## config.mk

```make
export PLATFORM = sky130hd
export DESIGN_NAME = tx_shift_flat
export DESIGN_NICKNAME = d
export VERILOG_FILES = /design/src/rtl/tx_shift_if.sv /design/src/rtl/tx_shift.sv /design/src/flat_wrapper.sv
export SDC_FILE = /design/constraint.sdc
export NUM_CORES = 1
export LEC_CHECK = 0
export BUFFER_PORTS_ARGS = -buffer_cell sky130_fd_sc_hd__buf_2
export CORE_ASPECT_RATIO = 1.1
export CORE_MARGIN = 2
export CORE_UTILIZATION = 35
export DETAILED_ROUTE_END_ITERATION = 12
export SLEW_MARGIN = 10
export SYNTH_ARGS = -nofsm -noshare
export SYNTH_HDL_FRONTEND = slang
export SYNTH_SLANG_ARGS = --single-unit
```

## constraint.sdc

```tcl
create_clock -name clk -period 1.7 [get_ports clk]
set_clock_uncertainty 0.2 [all_clocks]
set_input_delay 0.17 -clock clk [delete_from_list [all_inputs] [get_ports clk]]
set_output_delay 0.17 -clock clk [all_outputs]
set_load 0.01 [all_outputs]
```

## src/rtl/tx_shift_if.sv

```systemverilog
// Word-in / serial-out bundle for tx_shift: upstream word handshake, bit-rate
// strobe, and the serial line with its frame status flags.
interface tx_shift_if #(
  parameter int DATA_W = 8
) ();
  logic              tick_en;
  logic              din_valid;
  logic [DATA_W-1:0] din;
  logic              din_ready;
  logic              ser_out;
  logic              busy;
  logic              done;

  // Handshake: a word transfers on a rising edge where din_valid and din_ready
  // are both 1; din is sampled only then, and ignored while busy.
  modport master (
    output tick_en, din_valid, din,
    input  din_ready, ser_out, busy, done
  );

  modport slave (
    input  tick_en, din_valid, din,
    output din_ready, ser_out, busy, done
  );
endinterface

```

## src/rtl/tx_shift.sv

```systemverilog
// Tick-paced serial transmitter: start bit, DATA_W bits LSB first, optional
// even parity, stop bit. The start-bit edge is aligned to a tick after acceptance.
module tx_shift #(
  parameter int DATA_W    = 8,
  parameter bit PARITY_EN = 1'b0
) (
  input  logic       clk,
  input  logic       rst,
  tx_shift_if.slave  bus,
  output logic [2:0] o_dbg_state
);
  localparam int CNT_W = $clog2(DATA_W);
  localparam logic [CNT_W-1:0] CNT_LAST = CNT_W'(DATA_W - 1);

  typedef enum logic [2:0] {
    S_IDLE  = 3'd0,
    S_ARM   = 3'd1,
    S_START = 3'd2,
    S_DATA  = 3'd3,
    S_PAR   = 3'd4,
    S_STOP  = 3'd5
  } state_t;

  state_t            r_state;
  logic              r_ser_out;
  logic              r_done;
  logic              r_par;
  logic [DATA_W-1:0] r_shift;
  logic [CNT_W-1:0]  r_cnt;

  always_ff @(posedge clk) begin
    if (rst) begin
      r_state   <= S_IDLE;
      r_ser_out <= 1'b1;
      r_done    <= 1'b0;
      r_par     <= 1'b0;
      r_shift   <= '0;
      r_cnt     <= '0;
    end else begin
      r_done <= 1'b0;
      case (r_state)
        // A tick arriving with the word is deliberately not acted on here.
        S_IDLE: begin
          if (bus.din_valid) begin
            r_shift <= bus.din;
            r_par   <= ^bus.din;
            r_state <= S_ARM;
          end
        end
        S_ARM: begin
          if (bus.tick_en) begin
            r_ser_out <= 1'b0;
            r_state   <= S_START;
          end
        end
        S_START: begin
          if (bus.tick_en) begin
            r_ser_out <= r_shift[0];
            r_shift   <= {1'b0, r_shift[DATA_W-1:1]};
            r_cnt     <= '0;
            r_state   <= S_DATA;
          end
        end
        S_DATA: begin
          if (bus.tick_en) begin
            if (r_cnt < CNT_LAST) begin
              r_ser_out <= r_shift[0];
              r_shift   <= {1'b0, r_shift[DATA_W-1:1]};
              r_cnt     <= r_cnt + 1'b1;
            end else if (PARITY_EN) begin
              r_ser_out <= r_par;
              r_state   <= S_PAR;
            end else begin
              r_ser_out <= 1'b1;
              r_state   <= S_STOP;
            end
          end
        end
        S_PAR: begin
          if (bus.tick_en) begin
            r_ser_out <= 1'b1;
            r_state   <= S_STOP;
          end
        end
        S_STOP: begin
          if (bus.tick_en) begin
            r_done  <= 1'b1;
            r_state <= S_IDLE;
          end
        end
        default: begin
          r_ser_out <= 1'b1;
          r_state   <= S_IDLE;
        end
      endcase
    end
  end

  assign bus.din_ready = (r_state == S_IDLE);
  assign bus.busy      = (r_state != S_IDLE);
  assign bus.ser_out   = r_ser_out;
  assign bus.done      = r_done;
  assign o_dbg_state   = r_state;
endmodule

```

## src/flat_wrapper.sv

```systemverilog
// flat-port wrapper written by rule: the top's interface ports become plain ports
module tx_shift_flat 
#(
  parameter int DATA_W    = 8,
  parameter bit PARITY_EN = 1'b0
)
  (clk, rst, o_dbg_state, bus_tick_en, bus_din_valid, bus_din, bus_din_ready, bus_ser_out, bus_busy, bus_done);
  tx_shift_if #(.DATA_W(DATA_W)) bus_i ();
  input  logic clk;
  input  logic rst;
  output logic [2:0] o_dbg_state;
  input wire logic [$bits(bus_i.tick_en)-1:0] bus_tick_en;
  input wire logic [$bits(bus_i.din_valid)-1:0] bus_din_valid;
  input wire logic [$bits(bus_i.din)-1:0] bus_din;
  output wire logic [$bits(bus_i.din_ready)-1:0] bus_din_ready;
  output wire logic [$bits(bus_i.ser_out)-1:0] bus_ser_out;
  output wire logic [$bits(bus_i.busy)-1:0] bus_busy;
  output wire logic [$bits(bus_i.done)-1:0] bus_done;
  assign bus_i.tick_en = bus_tick_en;
  assign bus_i.din_valid = bus_din_valid;
  assign bus_i.din = bus_din;
  assign bus_din_ready = bus_i.din_ready;
  assign bus_ser_out = bus_i.ser_out;
  assign bus_busy = bus_i.busy;
  assign bus_done = bus_i.done;
  tx_shift #(.DATA_W(DATA_W), .PARITY_EN(PARITY_EN)) u_core (.clk(clk), .rst(rst), .bus(bus_i), .o_dbg_state(o_dbg_state));
endmodule
```

## Word-level counts from Yosys, hierarchy flattened

Cells that the tools add are included.
Widths: inputs -> output; s select.

- Input port bits: 12
- Bits in registers: 16
- Output and inout port bits: 7
- Word-level logic and storage cells: 55

- Reduce and logical (&&, ||, !) cells: 10
- $lt $le $gt $ge: 1
- Equality and inequality tests: 13
- Bitwise logic cells: 2
- Add/subtract/negate cells: 1
- Multiplexer cells: 23

Operators by type and width:

| cell | number |
|---|---|
| $mux 8 | 4 |
| $mux 3 | 9 |
| $pmux 8 s3 | 1 |
| $pmux 3 s6 | 1 |
| $ne 2x2->1 const B | 7 |
| $reduce_and 5->1 | 2 |
| $reduce_and 7->1 | 1 |
| $eq 3x2->1 const B | 2 |
| $eq 3x3->1 const B | 2 |
| $mux 1 | 6 |
| $pmux 3 s2 | 1 |
| $reduce_bool 3->1 | 2 |
| $pmux 1 s5 | 1 |
| $reduce_and 4->1 | 1 |
| $reduce_or 2->1 | 2 |
| $add 3x1->3 const B | 1 |
| $eq 3x1->1 const B | 1 |
| $logic_not 3->1 | 1 |
| $lt 3x3->1 const B | 1 |
| $ne 2x1->1 const B | 1 |
| $not 1->1 | 2 |
| $reduce_bool 2->1 | 1 |

## Logic depth before layout (Yosys ltp)

Gate-level depths: netlist of the first run.

- Depth after elaboration: 4
- Depth in mapped cells: 5
- Mapped depth without buffers: 4

## Worst setup path before layout of the first run

OpenSTA, ideal clock, no wires.

- Path type: register -> register
- From: reg u_core.r_state[1] (netlist: u_core.o_dbg_state[1])
- To: reg u_core.r_shift[3]
- Setup time: 0.088 ns
- Arrival time: 1.314 ns
- Path slack: 0.098 ns
- Clock period less this slack: 1.602 ns
- Cell stages (with the launch flop): 6
- Required time: 1.412 ns
- Path buffers: 1
- Cells stage by stage: dfxtp_1 nor3_2 a32o_4 buf_6 nor2_2 a311oi_2

- Longest elaborated chain between the ends: 3
- Elaborated cells on any way between the ends: 10

RTL lines:

| what | line | text |
|---|---|---|
| from (decl) | tx_shift.sv:24 | `state_t r_state;` |
| from (signal assigned) | tx_shift.sv:33 | `r_state <= S_IDLE;` |
| from (signal assigned) | tx_shift.sv:47 | `r_state <= S_ARM;` |
| from (signal assigned) | tx_shift.sv:53 | `r_state <= S_START;` |
| $logic_not 3->1 (*) | - |  |
| net bus_din_ready | flat_wrapper.sv:15 | `output wire logic [$bits(bus_i.din_ready)-1:0] bus_din_ready;` |
| $ne 2x2->1 (no source line) or $reduce_bool 3->1 (tied branches) | - |  |
| $reduce_and 5->1 (no source line) | - |  |
| to (signal assigned) | tx_shift.sv:45 | `r_shift <= bus.din;` |
| to (signal assigned) | tx_shift.sv:59 | `r_shift <= {1'b0, r_shift[DATA_W-1:1]};` |
| to (signal assigned) | tx_shift.sv:68 | `r_shift <= {1'b0, r_shift[DATA_W-1:1]};` |
| to (decl) | tx_shift.sv:28 | `logic [DATA_W-1:0] r_shift;` |

The timed path passes the listed nets; every way through them passes the cells marked *.
A chain may end at the register's enable or synchronous reset.

## Worst setup path in the final report of the first run

- From: reg u_core.r_state[2] (netlist: u_core.o_dbg_state[2])
- To: reg u_core.r_shift[7]

- Longest elaborated chain between the ends: 3
- Elaborated cells on any way between the ends: 10

RTL lines:

| what | line | text |
|---|---|---|
| $eq 3x2->1 or $logic_not 3->1 (tied branches) | tx_shift.sv:41 | `case (r_state)` |
| $ne 2x1->1 (no source line) (tied with other cells) | - |  |
| $reduce_and 5->1 (no source line) | - |  |

Parallel ways exist; a longest one is shown, timed or not.

==> results of run 1 <==
-- worst max-delay path by stage --
stage | startpoint | end | slack (ns) | depth (start not counted)
final | u_core.o_dbg_state[2]$_SDFFE_PP0P_ | u_core.r_shift[7]$_SDFFE_PP0P_ | 0.11 | 4
after global routing | u_core.o_dbg_state[1]$_SDFFE_PP0P_ | u_core.r_shift[6]$_SDFFE_PP0P_ | -0.0003 | 4
after CTS | u_core.o_dbg_state[1]$_SDFFE_PP0P_ | u_core.r_shift[6]$_SDFFE_PP0P_ | 0.02 | 4
after detailed placement | u_core.o_dbg_state[1]$_SDFFE_PP0P_ | u_core.r_shift[6]$_SDFFE_PP0P_ | 0.04 | 4
after global placement | u_core.o_dbg_state[1]$_SDFFE_PP0P_ | u_core.r_shift[7]$_SDFFE_PP0P_ | 0.07 | 4
after floorplan | u_core.o_dbg_state[1]$_SDFFE_PP0P_ | u_core.r_shift[3]$_SDFFE_PP0P_ | 0.1 | 5
-- metal layers --
metal / GRT usage / up-vias / wire length (µm)
li1: - / 446 / -
met5: 0 / - / 0
met4: 0.0842 / 0 / 16
met2: 0.279 / 18 / 1060
met1: 0.194 / 414 / 956
met3: 0.0155 / 2 / 75
-- area by class of cell --
| class | count | area, µm² |
|---|---|---|
| fillers | 260 | 1310 |
| multi-input cells | 79 | 542 |
| flip-flops and latches | 16 | 324 |
| repair buffers | 36 | 245 |
| well taps | 31 | 38.8 |
| clock buffers | 3 | 22.5 |
| inverters | 3 | 11.3 |
-- power by group --
| part | leakage [nW] | switching, W | internal [W] | total, W |
|---|---|---|---|---|
| clock | 0.0138 | 0.000121 | 0.0000822 | 0.000203 |
| combinational | 0.353 | 0.000433 | 0.000402 | 0.000834 |
| sequential | 0.132 | 0.0000813 | 0.000478 | 0.000559 |
| total | 0.499 | 0.000635 | 0.000962 | 0.00160 |
-- cell usage after synthesis (all sizes together) (2+ instances only) --
cell	count	area [µm²]
nand2	22	82.6
dfxtp	16	320
nor2	10	45.1
a311oi	7	105
a21oi	6	30.0
clkbuf	5	18.8
buf	4	26.3
inv	3	11.3
mux2i	3	30.0
nor3	3	20.0
o211ai	3	22.5
o21ai	3	15.0
and3	2	12.5
nand2b	2	12.5
nand3	2	10.0
nand3b	2	15.0
nand4	2	12.5
-- stage by stage --
stage                     cells  worst slack [ns]  area, µm²  total power (W)   TNS (ns)
after floorplan             107            0.0982        918          0.00115          0
after global placement      157            0.0716       1080          0.00137          0
after detailed placement    157            0.0392       1080          0.00139          0
after CTS                   168            0.0241       1180          0.00160          0
after global routing        168         -0.000320       1180          0.00174  -0.000320
final                       168             0.107       1180          0.00160          0
-- cell families (layout without fill, tap and decap cells) --
kind of cell | count (synthesis) | after routing
mux | 3 | 3
buf+inv | 12 | 42
simple gates | 49 | 49
xor+xnor | 1 | 1
fa+ha+maj | 1 | 1
flops | 16 | 16
compound gates | 25 | 25
-- worst reg2reg max path: cells and delay by family, from the launching register on --
family	cells	cell delay, ns
flip-flops	1	0.39
AND/OR/NAND/NOR	2	0.43
AO/OA/AOI/OAI	2	0.52
-- repair_timing --
| action | in CTS | in global routing |
|---|---|---|
| gates resized for setup | 0 | 3 |
| setup endpoints to repair | 0 | 9 |
| endpoints found under the hold margin | 8 | 0 |
| hold buffers | 8 | 0 |
-- flip-flops by register name, indices dropped and copies added, names as in the netlist --
| register | count |
|---|---|
| u_core.o_dbg_state | 3 |
| u_core.bus.done | 1 |
| u_core.r_cnt | 3 |
| u_core.r_shift | 8 |
| u_core.bus.ser_out | 1 |
==> flow_summary.ini, run 1 <==
[status]
outcome = finished, final reports clean

[worst_setup_path]
path_max_fanout = 16
end_kind = register
worstPathArrival_ns = 1.62
cp_slowest_cell = a32o_4
critical_path.max_stage_delay_ns = 0.40
r2r_slack_ns = 0.11
cp_cell_sequence = and2b_4 > a32o_4 > nor3b_1 > a41o_1
critPathKind = reg -> reg
cp-start-kind = register
critical_path_required_ns = 1.73
regToRegEndpoint = u_core.r_shift[7]$_SDFFE_PP0P_
critPathTopFamily = compound AO/OA/AOI/OAI gates
worstRegToRegCells = 4
path_buf_inv = 0
reg2reg_from = u_core.o_dbg_state[2]$_SDFFE_PP0P_

[sta]
tightest_slew_ns = 0.372
hold_viol = 0
max-slew-margin-rel = 0.752
post-route-min-period_ns = 1.59
rsz0062_at_grt = true
whs_ns = 0.0217
period_share = 0.937
slew_viol_final = 0
max_freq_ghz = 0.628
setup_viol = 0

[die]
die_y_um = 57.7
die-area_mm2 = 0.00305
die_w_um = 52.8
start_util = 0.368
io_pins = 19
coreArea_mm2 = 0.00250
placementRows = 19

[yosys]
synth_top_family_by_area = compound AO/OA/AOI/OAI gates
synth_ff_type = dfxtp_1
synth-simple-area-share = 0.262
synthAdderAreaFrac = 0.0136
synth_cells = 107
syn-num-nets = 120
synth_compound_area_frac = 0.272
synthMuxAreaShare = 0.0327
synth_edf_count = 0
ys_warn_count = 0
yosysSeqAreaShare = 0.349
synthesis.area_um2 = 918
synth-async-reset-ratio = 0
postSynthAreaPerCell_um2 = 8.58
ys_types = 33
synth-xor-area-share = 0.00954
ys_ff_latch = 16

[hold_path]
hold_depth = 3
min_from = bus_tick_en
hold_path_class = in -> reg
holdPathEnd = u_core.bus.done$_SDFF_PP0_

[cts]
clock_sink_count = 16
clk_latency_ns = 0.28
htreeDepth = 1
post_cts_buffers = 0
clockRootBuffer = clkbuf_4
cts_buffer_depth = 2
cts_tree = built
cts_inserted_buffers = 3
clkTransAtPathRegs_ns = 0.10

[global_route]
grt_start_max_net_pins = 17
antenna_found_initial = 0
first_global_vias = 897
overflow = 0
grtUsageTotal = 0.161
grt_pass1_wl_um = 3660

[cells_and_area]
drive_above_1_share = 0.358
area_growth_pct = 28.9
n_antenna_cell = 0
final_nets = 152
final_common_cell = nand2_1
layout_common_cells = nand2_1, buf_2, dfxtp_1
post-route-util = 0.474

[pwr]
power-per-cell-area_mw_per_mm2 = 1350
leakage_nw = 0.499
irDropWorstVdd_uv = 612

[flow_run]
drv_cap = 0

[place]
place.gp.congestion = 0.831
dp_hpwl_um = 1540
port-buffer-count = 18

[detailed_routing]
vias = 880
first_pass_iters = 4
drc = 0
viasPerCell = 5.24
wire_per_inst_um = 12.5
drt_iter0_drc = 14
ant_nets = 0
wl_um = 2100
No activity file was read; power rests on OpenSTA's default activity.
==> run 2: changes to the inputs <==
- ABC_AREA: unset -> 1
==> run 2 against run 1 <==
  * First-iteration DRC count shrank 7.1%
  * Core utilization decreased by 3.8 points
  * Combinational power grew 74%
  * Sequential power increased by 16%
  * Register-to-register slack better by 0.07 ns
  * Worst setup slack improved by 0.028 ns
  * Synthesized cell count is 42% higher
  * Via count is 9.9% higher
  * Final area increased by 1.4%
  * Sequential cell count is the same
  * Critical endpoint is now bus_busy
==> flow_summary.ini, run 2 <==
[cells_and_area]
final_cells = 209
largest_reg_flops = 8
final_nets = 190
layout_common_cells = nand2_1, nor2_1, buf_2
fillers = 292
largest-register = u_core.r_shift
post-route-util = 0.436
n_antenna_cell = 0
final_common_cell = nand2_1
area_growth_pct = 19.1
drive_above_1_share = 0.267

[place]
dp_hpwl_um = 1600
port-buffer-count = 18
preCtsSetupSlack_ns = 0.0781
dp_cells = 202
place.gp.congestion = 0.880

[cts]
clkTransAtPathRegs_ns = 0.10
clockRootBuffer = clkbuf_4
clk_latency_ns = 0.29
htreeDepth = 1
cts_buffer_depth = 2
cts_inserted_buffers = 3
clock_sink_count = 16
cts_tree = built

[worst_setup_path]
path_buf_inv = 3
critPathTopFamily = flip-flops
worstPathArrival_ns = 1.20
critPathKind = reg -> out
cp_slowest_cell = dfxtp_2
path_max_fanout = 5
critical_path_required_ns = 1.33
cp_cell_sequence = nor2_2 > inv_1 > nor2_2 > inv_1 > buf_2
end_kind = output port
cp-start-kind = register
critical_path.max_stage_delay_ns = 0.37

[detailed_routing]
first_pass_iters = 4
ant_nets = 0
viasPerCell = 4.63
drc = 0
vias = 967
wl_um = 2120
drt_iter0_drc = 13
wire_per_inst_um = 10.2

[sta]
whs_ns = 0.0362
max_freq_ghz = 0.639
rsz0062_at_grt = false
slew_viol_final = 0
tightest_slew_ns = 0.397
hold_viol = 0
fin_ws_ns = 0.135
max-slew-margin-rel = 0.735
finalSetupTns_ns = 0
setup_viol = 0
period_share = 0.921
post-route-min-period_ns = 1.57

[yosys]
synth_edf_count = 0
synth_common_cells = nand2_1, nor2_1, dfxtp_1, inv_1, nand3_1
yosysMostFrequentCell = nand2_1
synth_top_area_frac = 0.318
synth_top_area_cell = dfxtp_1
ys_types = 22
synthesis.area_mm2 = 0.00101
synth_ff_type = dfxtp_1
ys_warn_count = 0
ys_ff_latch = 16
synth_cells = 152
yosysSeqAreaShare = 0.318
syn-num-nets = 165
synth-async-reset-ratio = 0
synthTopCellsByArea = dfxtp_1, nand2_1, nor2_1
postSynthAreaPerCell_um2 = 6.63

[pwr]
irDropWorstVdd_uv = 963
leakage_nw = 0.635
power-per-cell-area_mw_per_mm2 = 1960

[flow_run]
drv_cap = 0

[global_route]
first_global_vias = 888
grt_pass1_wl_um = 3590
grtUsageTotal = 0.149
antenna_found_initial = 0
grt_start_max_net_pins = 13
overflow = 0

[die]
coreArea_mm2 = 0.00275
die-area_mm2 = 0.00332
placementRows = 20
die_w_um = 55.2
die_y_um = 60.3
start_util = 0.366
io_pins = 19

[hold_path]
hold_path_class = in -> reg

[status]
outcome = finished, final reports clean
[run 2: power by group]
part	leakage (nW)	internal (W)	switching, W	total [W]
Clock	0.0210	0.000130	0.000124	0.000254
Combinational	0.481	0.000547	0.000900	0.00145
Sequential	0.133	0.000525	0.000123	0.000648
[run 2: routing by layer]
layer	routed length [µm]	part of all wire	global-route usage
met1	1040	0.49	0.183
met2	970	0.46	0.250
met3	101	0.048	0.0400
met4	13	0.0061	0.0418
met5	0	0	0
[run 2: kinds of logic (layout without fill, tap and decap cells)]
logic type,count (synthesis),after routing,share of synthesized area
simple gates,108,108,0.527
buf+inv,18,42,0.0882
flops,16,16,0.318
compound gates,8,8,0.0460
fa+ha+maj,1,1,0.0124
xor+xnor,1,1,0.00870
[run 2: per-stage QoR]
stage	cell area, µm²	total power [W]
floorplan	1010	0.00175
global placement	1130	0.00204
detailed placement	1130	0.00206
CTS	1180	0.00233
global route	1200	0.00262
finish	1200	0.00235
[run 2: final timing paths]
path	slack, ns	to	cells after the start	startpoint
min reg2reg	0.28	u_core.r_shift[2]$_SDFFE_PP0P_	2	u_core.r_shift[2]$_SDFFE_PP0P_
max	0.13	bus_busy	5	u_core.o_dbg_state[1]$_SDFFE_PP0P_
max reg2reg	0.18	u_core.r_cnt[2]$_SDFFE_PP0P_	8	u_core.o_dbg_state[1]$_SDFFE_PP0P_
min	0.04	u_core.r_shift[7]$_SDFFE_PP0P_	5	bus_din[7]
[run 2: cell type report]
class | instances | area (µm²) | share of cell area
clock buffer | 4 | 36.3 | 0.0302
inverter | 15 | 61.3 | 0.0511
multi-input combinational | 118 | 606 | 0.505
sequential | 16 | 323 | 0.269
tap | 33 | 41.3 | 0.0344
timing repair buffer | 23 | 133 | 0.111
[run 2: repair_timing]
item | CTS | global route
hold buffers | 2 | 0
pin swaps | 0 | 1
setup endpoints to repair | 2 | 14
setup buffers | 0 | 1
hold endpoints to repair | 4 | 0
resized for setup | 1 | 5
[run 2: worst reg2reg max path: cells and delay by family (launching register included)]
kind	cells	cell delay [ns]
compound gates	1	0.12
buf+inv	3	0.26
flops	1	0.41
simple gates	4	0.47
